[src/rtl/hazard_scoreboard.sv]
// Parametrised pipeline hazard scoreboard: tracks in-flight register writers per stage,
// resolves EX operand forwarding one cycle ahead and raises load-use stalls.
module hazard_scoreboard #(
  parameter int DEPTH      = 3,
  parameter int LOAD_STAGE = 3,
  parameter int NREG       = 32,
  parameter int SELW       = $clog2(DEPTH + 1)
) (
  input  logic                        clk,
  input  logic                        reset,
  input  logic                        mem_ready,
  input  logic                        flush,
  input  logic                        id_valid,
  input  logic [$clog2(NREG)-1:0]     id_rs1,
  input  logic [$clog2(NREG)-1:0]     id_rs2,
  input  logic                        id_use1,
  input  logic                        id_use2,
  input  logic [$clog2(NREG)-1:0]     id_rd,
  input  logic                        id_we,
  input  logic                        id_load,
  output logic                        stall,
  output logic [SELW-1:0]             fwd_sel1,
  output logic [SELW-1:0]             fwd_sel2,
  output logic [$clog2(DEPTH+1)-1:0]  inflight
);

  localparam int RW = $clog2(NREG);
  localparam int CW = $clog2(DEPTH + 1);

  typedef struct packed {
    logic          valid;
    logic [RW-1:0] rd;
    logic          we;
    logic          load;
  } entry_t;

  typedef struct packed {
    logic            hit;
    logic [SELW-1:0] sel;
    logic            load;
  } match_t;

  // Stages 1..DEPTH-1 are searchable; the WB stage only contributes to the in-flight count,
  // because the write-through regfile already serves decode from it.
  typedef entry_t [DEPTH-1:1] pipe_t;

  pipe_t           ent_q, ent_d;
  logic            wb_wr_q, wb_wr_d;
  logic [SELW-1:0] fwd1_q, fwd1_d, fwd2_q, fwd2_d;
  match_t          m1, m2;
  logic            issue;
  logic [CW-1:0]   cnt;

  // Youngest writer wins: the scan runs oldest to youngest so the last hit overrides.
  function automatic match_t find_match(input pipe_t ents, input logic [RW-1:0] rs,
                                        input logic use_s);
    match_t m;
    m = '0;
    for (int k = DEPTH - 1; k >= 1; k--) begin
      if (use_s && rs != '0 && ents[k].valid && ents[k].we && ents[k].rd == rs) begin
        m.hit  = 1'b1;
        m.sel  = SELW'(k + 1);
        m.load = ents[k].load;
      end
    end
    return m;
  endfunction

  // A load forwarded from stage sel is usable only once sel has reached the load bus.
  function automatic logic load_hazard(input match_t m);
    return m.hit && m.load && (int'(m.sel) < LOAD_STAGE);
  endfunction

  always_comb begin
    // NOTE: every always_comb output gets a default first so no path can infer a latch.
    ent_d   = '0;
    m1      = find_match(ent_q, id_rs1, id_use1);
    m2      = find_match(ent_q, id_rs2, id_use2);
    stall   = id_valid && !flush && (load_hazard(m1) || load_hazard(m2));
    issue   = id_valid && !stall && !flush;

    for (int k = DEPTH - 1; k >= 2; k--) begin
      ent_d[k] = ent_q[k-1];
    end
    if (issue) begin
      ent_d[1] = '{valid: 1'b1, rd: id_rd, we: id_we, load: id_load};
    end
    wb_wr_d = ent_q[DEPTH-1].valid && ent_q[DEPTH-1].we;

    fwd1_d = issue ? m1.sel : '0;
    fwd2_d = issue ? m2.sel : '0;
  end

  always_ff @(posedge clk or posedge reset) begin
    // NOTE: the whole scoreboard is reset, not just the valid bits, so rd/load never
    // carry X into the comparators; it is a handful of flops, not a RAM.
    if (reset) begin
      ent_q   <= '0;
      wb_wr_q <= 1'b0;
      fwd1_q  <= '0;
      fwd2_q  <= '0;
    end else if (mem_ready) begin
      // NOTE: state registers use non-blocking assignment so every stage shifts from
      // the pre-edge values in the same cycle.
      ent_q   <= ent_d;
      wb_wr_q <= wb_wr_d;
      fwd1_q  <= fwd1_d;
      fwd2_q  <= fwd2_d;
    end
  end

  always_comb begin
    cnt = CW'(wb_wr_q);
    for (int k = 1; k <= DEPTH - 1; k++) begin
      cnt = cnt + CW'(ent_q[k].valid & ent_q[k].we);
    end
  end

  assign fwd_sel1 = fwd1_q;
  assign fwd_sel2 = fwd2_q;
  assign inflight = cnt;

endmodule

[config.mk]
export PLATFORM = sky130hd
export DESIGN_NAME = hazard_scoreboard
export DESIGN_NICKNAME = d
export VERILOG_FILES = /design/src/rtl/hazard_scoreboard.sv
export SDC_FILE = /design/constraint.sdc
export NUM_CORES = 1
export LEC_CHECK = 0
export ABC_CLOCK_PERIOD_IN_PS = 2000
export BUFFER_PORTS_ARGS = -buffer_cell sky130_fd_sc_hd__buf_2
export CAP_MARGIN = 10
export CORE_ASPECT_RATIO = 1.25
export CORE_MARGIN = 2
export CORE_UTILIZATION = 50
export CTS_BUF_LIST = sky130_fd_sc_hd__clkbuf_4 sky130_fd_sc_hd__clkbuf_8
export DETAILED_ROUTE_END_ITERATION = 8
export PLACE_DENSITY_LB_ADDON = 0.2
export SYNTH_ARGS = -nofsm -noshare
export SYNTH_HDL_FRONTEND = slang
export SYNTH_SLANG_ARGS = --single-unit
[constraint.sdc]
create_clock -name clk -period 2 [get_ports clk]
set_input_delay 0.1 -clock clk [delete_from_list [all_inputs] [get_ports clk]]
set_output_delay 0.1 -clock clk [all_outputs]
set_load 0.005 [all_outputs]
==> results of run 1 <==
## through the flow
stage	setup slack, ns	cells
6_report	0.127	156
2_1_floorplan	0.334	93
3_5_place_dp	0.232	144
3_3_place_gp	0.264	144
4_1_cts	0.0406	154
5_1_grt	-0.0558	156
## metal layers
layer	vias to the layer above	wire length, microns	GRT usage	share of wire
met5	-	0	0	0
met4	0	36	0.0857	0.015
met3	5	126	0.0257	0.051
met2	32	1240	0.329	0.50
met1	432	1070	0.302	0.43
li1	427	-	-	-
## cell type report
| type | count | area share |
|---|---|---|
| tap | 21 | 0.0187 |
| sequential | 20 | 0.357 |
| inverter | 4 | 0.0107 |
| timing repair buffer | 41 | 0.167 |
| clock buffer | 4 | 0.0258 |
| multi-input combinational | 66 | 0.420 |
## path summary, 6_finish.rpt
check | from | endpoint | slack (ns) | depth (start not counted)
worst max-delay path | ent_d[14] | stall | 0.13 | 7
worst min-delay path | id_load | ent_d[8] | 0.03 | 2
worst max register to register | ent_q[14] | fwd_sel1[0] | 0.38 | 5
worst min register to register | fwd_sel2[1] | fwd_sel2[1] | 0.50 | 1
max in group asynchronous | reset | ent_d[14] | 1.03 | 3
min in group asynchronous | reset | ent_d[9] | 0.45 | 3
## Yosys cell counts
library cell  instances  area (sq um)
o2bb2ai_1             2          17.5
o31ai_1               1          7.51
mux2_2                8          90.1
a32o_1                8          80.1
dfrtp_1              20           500
xnor2_1              16           140
or4_1                 2          15.0
o21ai_0               2          10.0
o21ai_2               1          8.76
nor2b_1               1          6.26
a22o_1                1          8.76
clkbuf_1              2          7.51
nand4_1               4          25.0
inv_1                 4          15.0
fa_1                  1          20.0
nor3b_1               2          15.0
nor4_1                2          12.5
o21a_1                1          7.51
o21ai_1               1          5.00
buf_2                 1          5.00
xor2_1                4          35.0
nand2_1               5          18.8
o21ai_4               1          16.3
and2_1                1          6.26
nor4_2                2          25.0
## cell families after synthesis
kind of cell,count (synthesis),share of synthesized area
AO/OA/AOI/OAI,18,0.147
buffers and inverters,7,0.0251
multiplexers,8,0.0820
adder cells (fa/ha/maj),1,0.0182
AND/OR/NAND/NOR,19,0.113
flip-flops,20,0.456
XOR/XNOR,20,0.159
## power by group through the flow
stage          logic (mW)  clock network (mW)  registers [mW]
2_1_floorplan      0.0845                   0           0.451
3_3_place_gp        0.125                   0           0.457
3_5_place_dp        0.130                   0           0.458
4_1_cts             0.140               0.241           0.449
5_1_grt             0.160               0.255           0.454
6_report            0.144               0.233           0.450
## state kept, by name, indices dropped and copies added, names as in the netlist
| signal | cells |
|---|---|
| ent_d | 8 |
| ent_q | 7 |
| fwd_sel1 | 2 |
| fwd_sel2 | 2 |
| wb_wr_q | 1 |
## repair_timing
item	4_1_cts	5_1_grt
gates resized for setup	1	3
endpoints found under the setup margin	1	1
buffers inserted	5	2
hold buffers	1	0
endpoints found under the hold margin	20	0
pin swaps	2	3
## worst max-delay path: stages, from the launching register on
cell	delay (ns)
dfrtp_2	0.46
xnor2_2	0.15
nand4_1	0.12
nor4_2	0.16
buf_4	0.17
o21ai_4	0.10
nor3b_2	0.17
buf_2	0.13
==> impl_metrics.yaml, run 1 <==
synthesis:
  ys_seq_area_frac: 0.456
  yosys.cell_types.count: 25
  syn-num-nets: 118
  yosys_register_bits: 20
  synth.cell_area_sq_mm: 0.00110
  yosys_warnings: 0
  syn_inst: 93
  synth_area_per_cell_sq_um: 11.8
setup_path:
  cp.arrival_ns: 1.77
  cp-end-kind: "output pin"
  startpoint_type: "flop"
  critPathKind: "flop to output pin"
  worstPathMaxFanout: 9
  required_ns: 1.90
cts:
  clk_latency_ns: 0.31
  ctsRootBufferMaster: "clkbuf_4"
  cts_tree: "yes"
  clk_pin_slew_ns: 0.11
  cts_max_path_buffers: 2
  cts_max_level: 1
  clock-sinks: 20
  cts_made_buffers: 3
power:
  pwr-share-clk: 0.282
  combPwrFrac: 0.174
  cell_internal_pwr_uw: 617
  p_sw_uw: 211
  leakagePower_nw: 0.671
  swShare: 0.255
  peakVddDrop_mv: 0.507
  power_density_mw_per_mm2: 589
  p_total_uw: 827
  seq_power_share: 0.543
sta:
  fmax_mhz: 534
  min_period_ns: 1.87
  fin_skew_ns: 0.00672
  slew_viol_final: 0
  rsz0062_at_grt: "yes"
  setup_viol: 0
  finalCritPeriodShare: 0.936
  hold-worst-slack_ns: 0.0267
  hold_violations: 0
  max_slew.worst_pin.slew_ns: 0.750
  fin_tns_setup_ns: 0
  max-slew-margin-rel: 0.499
finish:
  antennaDiodeCount: 0
  seqCellArea_sq_um: 502
  final_common_cell: "buf_2"
  final_cell_mix: "buf_2, dfrtp_1, xnor2_1"
  layout.nets: 161
  layout-drive-gt1-share: 0.444
  multiInputGateArea_sq_um: 591
  postLayoutCellArea_sq_mm: 0.00141
  fill_cells: 181
  area_delta_synth_final_pct: 27.9
  finish.utilization: 0.657
min_path:
  hold_class: "input pin to flop"
floorplan:
  fp.dieW_microns: 45.9
  core_area_sq_mm: 0.00214
  die_y_microns: 56.4
  num_io_pins: 31
  row_count: 19
  initial_core_util: 0.513
  die_area_sq_mm: 0.00259
route:
  viasPerCell: 5.74
  wl_microns: 2480
  dr.pass1.iters: 4
  drc_errors: 0
  wire_per_inst_microns: 15.9
  antenna_left: 0
  drt_iter0_drc: 12
  vias: 896
place:
  gp_congestion: 0.892
  place_hpwl_microns: 1820
  place_area_sq_mm: 0.00128
  io_buffers: 30
global_route:
  grt_remaining_overflow: 0
  grt_pass1_vias: 925
  grt_max_degree: 21
  gr-usage-all-layers: 0.215
  grt_pass1_wl_microns: 4150
  antenna_found_initial: 0
run:
  drv_cap: 0
run_status:
  status: "completed"
Note: power is estimated with default switching activity, not from simulation.
==> inputs of run 2 (changes only) <==
- RECOVER_POWER: not set -> 25
==> run 2 against run 1 <==
Compared with the run above: cell area fell by 0.45%; fmax barely moved; cell count did not move; register-to-register slack barely moved; die area did not move; clock skew barely moved; total power fell by 0.12%; flip-flop and latch count did not move; critical path type unchanged; critical endpoint unchanged.
==> impl_metrics.yaml, run 2 (synthesized netlist as in run 1, its figures left out) <==
run_status:
  status: "completed"
run:
  drv_cap: 0
setup_path:
  ff2ff_path_depth: 5
  cpPeakStageDelay_ns: 0.46
  critPathKind: "flop to output pin"
  startpoint_type: "flop"
  required_ns: 1.90
  worst-r2r-setup-slack_ns: 0.38
  cpLargestDelayFamily: "flip-flops"
  rr_endpoint: "fwd_sel1[0]"
  cp_num_buf_inv: 2
  cp_slowest_cell: "dfrtp_2"
  path_cells: "xnor2_2 > nand4_1 > nor4_2 > buf_4 > o21ai_4 > nor3b_2 > buf_2"
  cp-end-kind: "output pin"
  worstPathMaxFanout: 9
  r2r_start: "ent_q[14]"
  cp.arrival_ns: 1.77
min_path:
  hold-path-endpoint: "ent_d[8]"
  worstHoldStart: "id_load"
  hold_class: "input pin to flop"
  hold_depth: 2
place:
  pre_cts_ws_ns: 0.232
  place_hpwl_microns: 1820
  gp_congestion: 0.892
  io_buffers: 30
cts:
  cts_max_path_buffers: 2
  cts_max_level: 1
  cts_tree: "yes"
  ctsRootBufferMaster: "clkbuf_4"
  cts_made_buffers: 3
  clk_latency_ns: 0.31
  clock-sinks: 20
  clk_pin_slew_ns: 0.11
floorplan:
  core_area_sq_mm: 0.00214
  initial_core_util: 0.513
  num_io_pins: 31
  die_area_sq_mm: 0.00259
  die_y_microns: 56.4
  row_count: 19
  fp.dieW_microns: 45.9
sta:
  fin_tns_setup_ns: 0
  setup_viol: 0
  hold_violations: 0
  hold-worst-slack_ns: 0.0267
  slew_viol_final: 0
  fmax_mhz: 534
  rsz0062_at_grt: "yes"
  max_slew.worst_pin.slew_ns: 0.750
  min_period_ns: 1.87
  layout_setup_ws_ns: 0.127
  finalCritPeriodShare: 0.936
  max-slew-margin-rel: 0.499
  fin_skew_ns: 0.00677
route:
  antenna_left: 0
  vias: 896
  wire_per_inst_microns: 15.8
  drc_errors: 0
  drt_iter0_drc: 12
  dr.pass1.iters: 4
  viasPerCell: 5.74
  wl_microns: 2470
global_route:
  grt_pass1_wl_microns: 4150
  gr-usage-all-layers: 0.215
  grt_pass1_vias: 925
  grt_max_degree: 21
  grt_remaining_overflow: 0
  antenna_found_initial: 0
power:
  p_total_uw: 826
  power_density_mw_per_mm2: 591
  peakVddDrop_mv: 0.506
  leakagePower_nw: 0.658
finish:
  area_delta_synth_final_pct: 27.3
  final_common_cell: "buf_2"
  layout-drive-gt1-share: 0.422
  final_cell_mix: "buf_2, dfrtp_1, xnor2_1"
  largest_reg_flops: 8
  layout.nets: 161
  antennaDiodeCount: 0
[run 2: changes by cell type in the layout (fill, tap and decap cells not counted), sizes merged]
cell	change
buf	-3
clkbuf	+3
[run 2: layout make-up]
cell class                      instances  area [sq um]
Sequential cell                        20           502
Clock buffer                            4          36.3
Inverter                                4          15.0
Fill cell                             184           741
Tap cell                               21          26.3
Multi-Input combinational cell         66           591
Timing Repair Buffer                   41           229
[run 2: repair_timing]
item | 4_1_cts | 5_1_grt
endpoints found under the setup margin | 1 | 1
hold buffers | 1 | 0
pin swaps | 2 | 3
hold endpoints to repair | 20 | 0
gates resized for setup | 1 | 3
setup buffers | 5 | 2
[run 2: how the worst max path moves through the flow]
stage	startpoint	end	cells past startpoint
detailed placement	id_rs2[1]	stall	8
finish	ent_d[14]	stall	7
CTS	ent_d[13]	stall	7
global placement	id_rs2[1]	stall	8
global route	ent_d[14]	stall	7
floorplan	ent_d[12]	ent_d[10]	5
[run 2: worst reg2reg max path, delay by kind of cell (launching register included)]
family	cells	cell delay, ns
DFF	1	0.44
xor gates and xnor gates	1	0.18
and+or+nand+nor	3	0.66
AOI/OAI and AO/OA	1	0.25
[run 2: per-layer routing]
layer  global-route usage  share of wire
met1                0.302           0.43
met2                0.329           0.50
met3               0.0257          0.051
met4               0.0857          0.015
met5                    0              0
[run 2: stage by stage]
stage           util  instance area, sq um  std cells
3_3_place_gp   0.601                  1280        144
3_5_place_dp   0.601                  1280        144
2_1_floorplan      -                  1100         93
6_report       0.654                  1400        156
4_1_cts        0.642                  1370        154
5_1_grt        0.654                  1400        156
[run 2: where the power goes]
part           internal (mW)  switching, mW
Combinational         0.0787         0.0647
Sequential             0.426         0.0238
Clock                  0.111          0.122
Total                  0.616          0.211
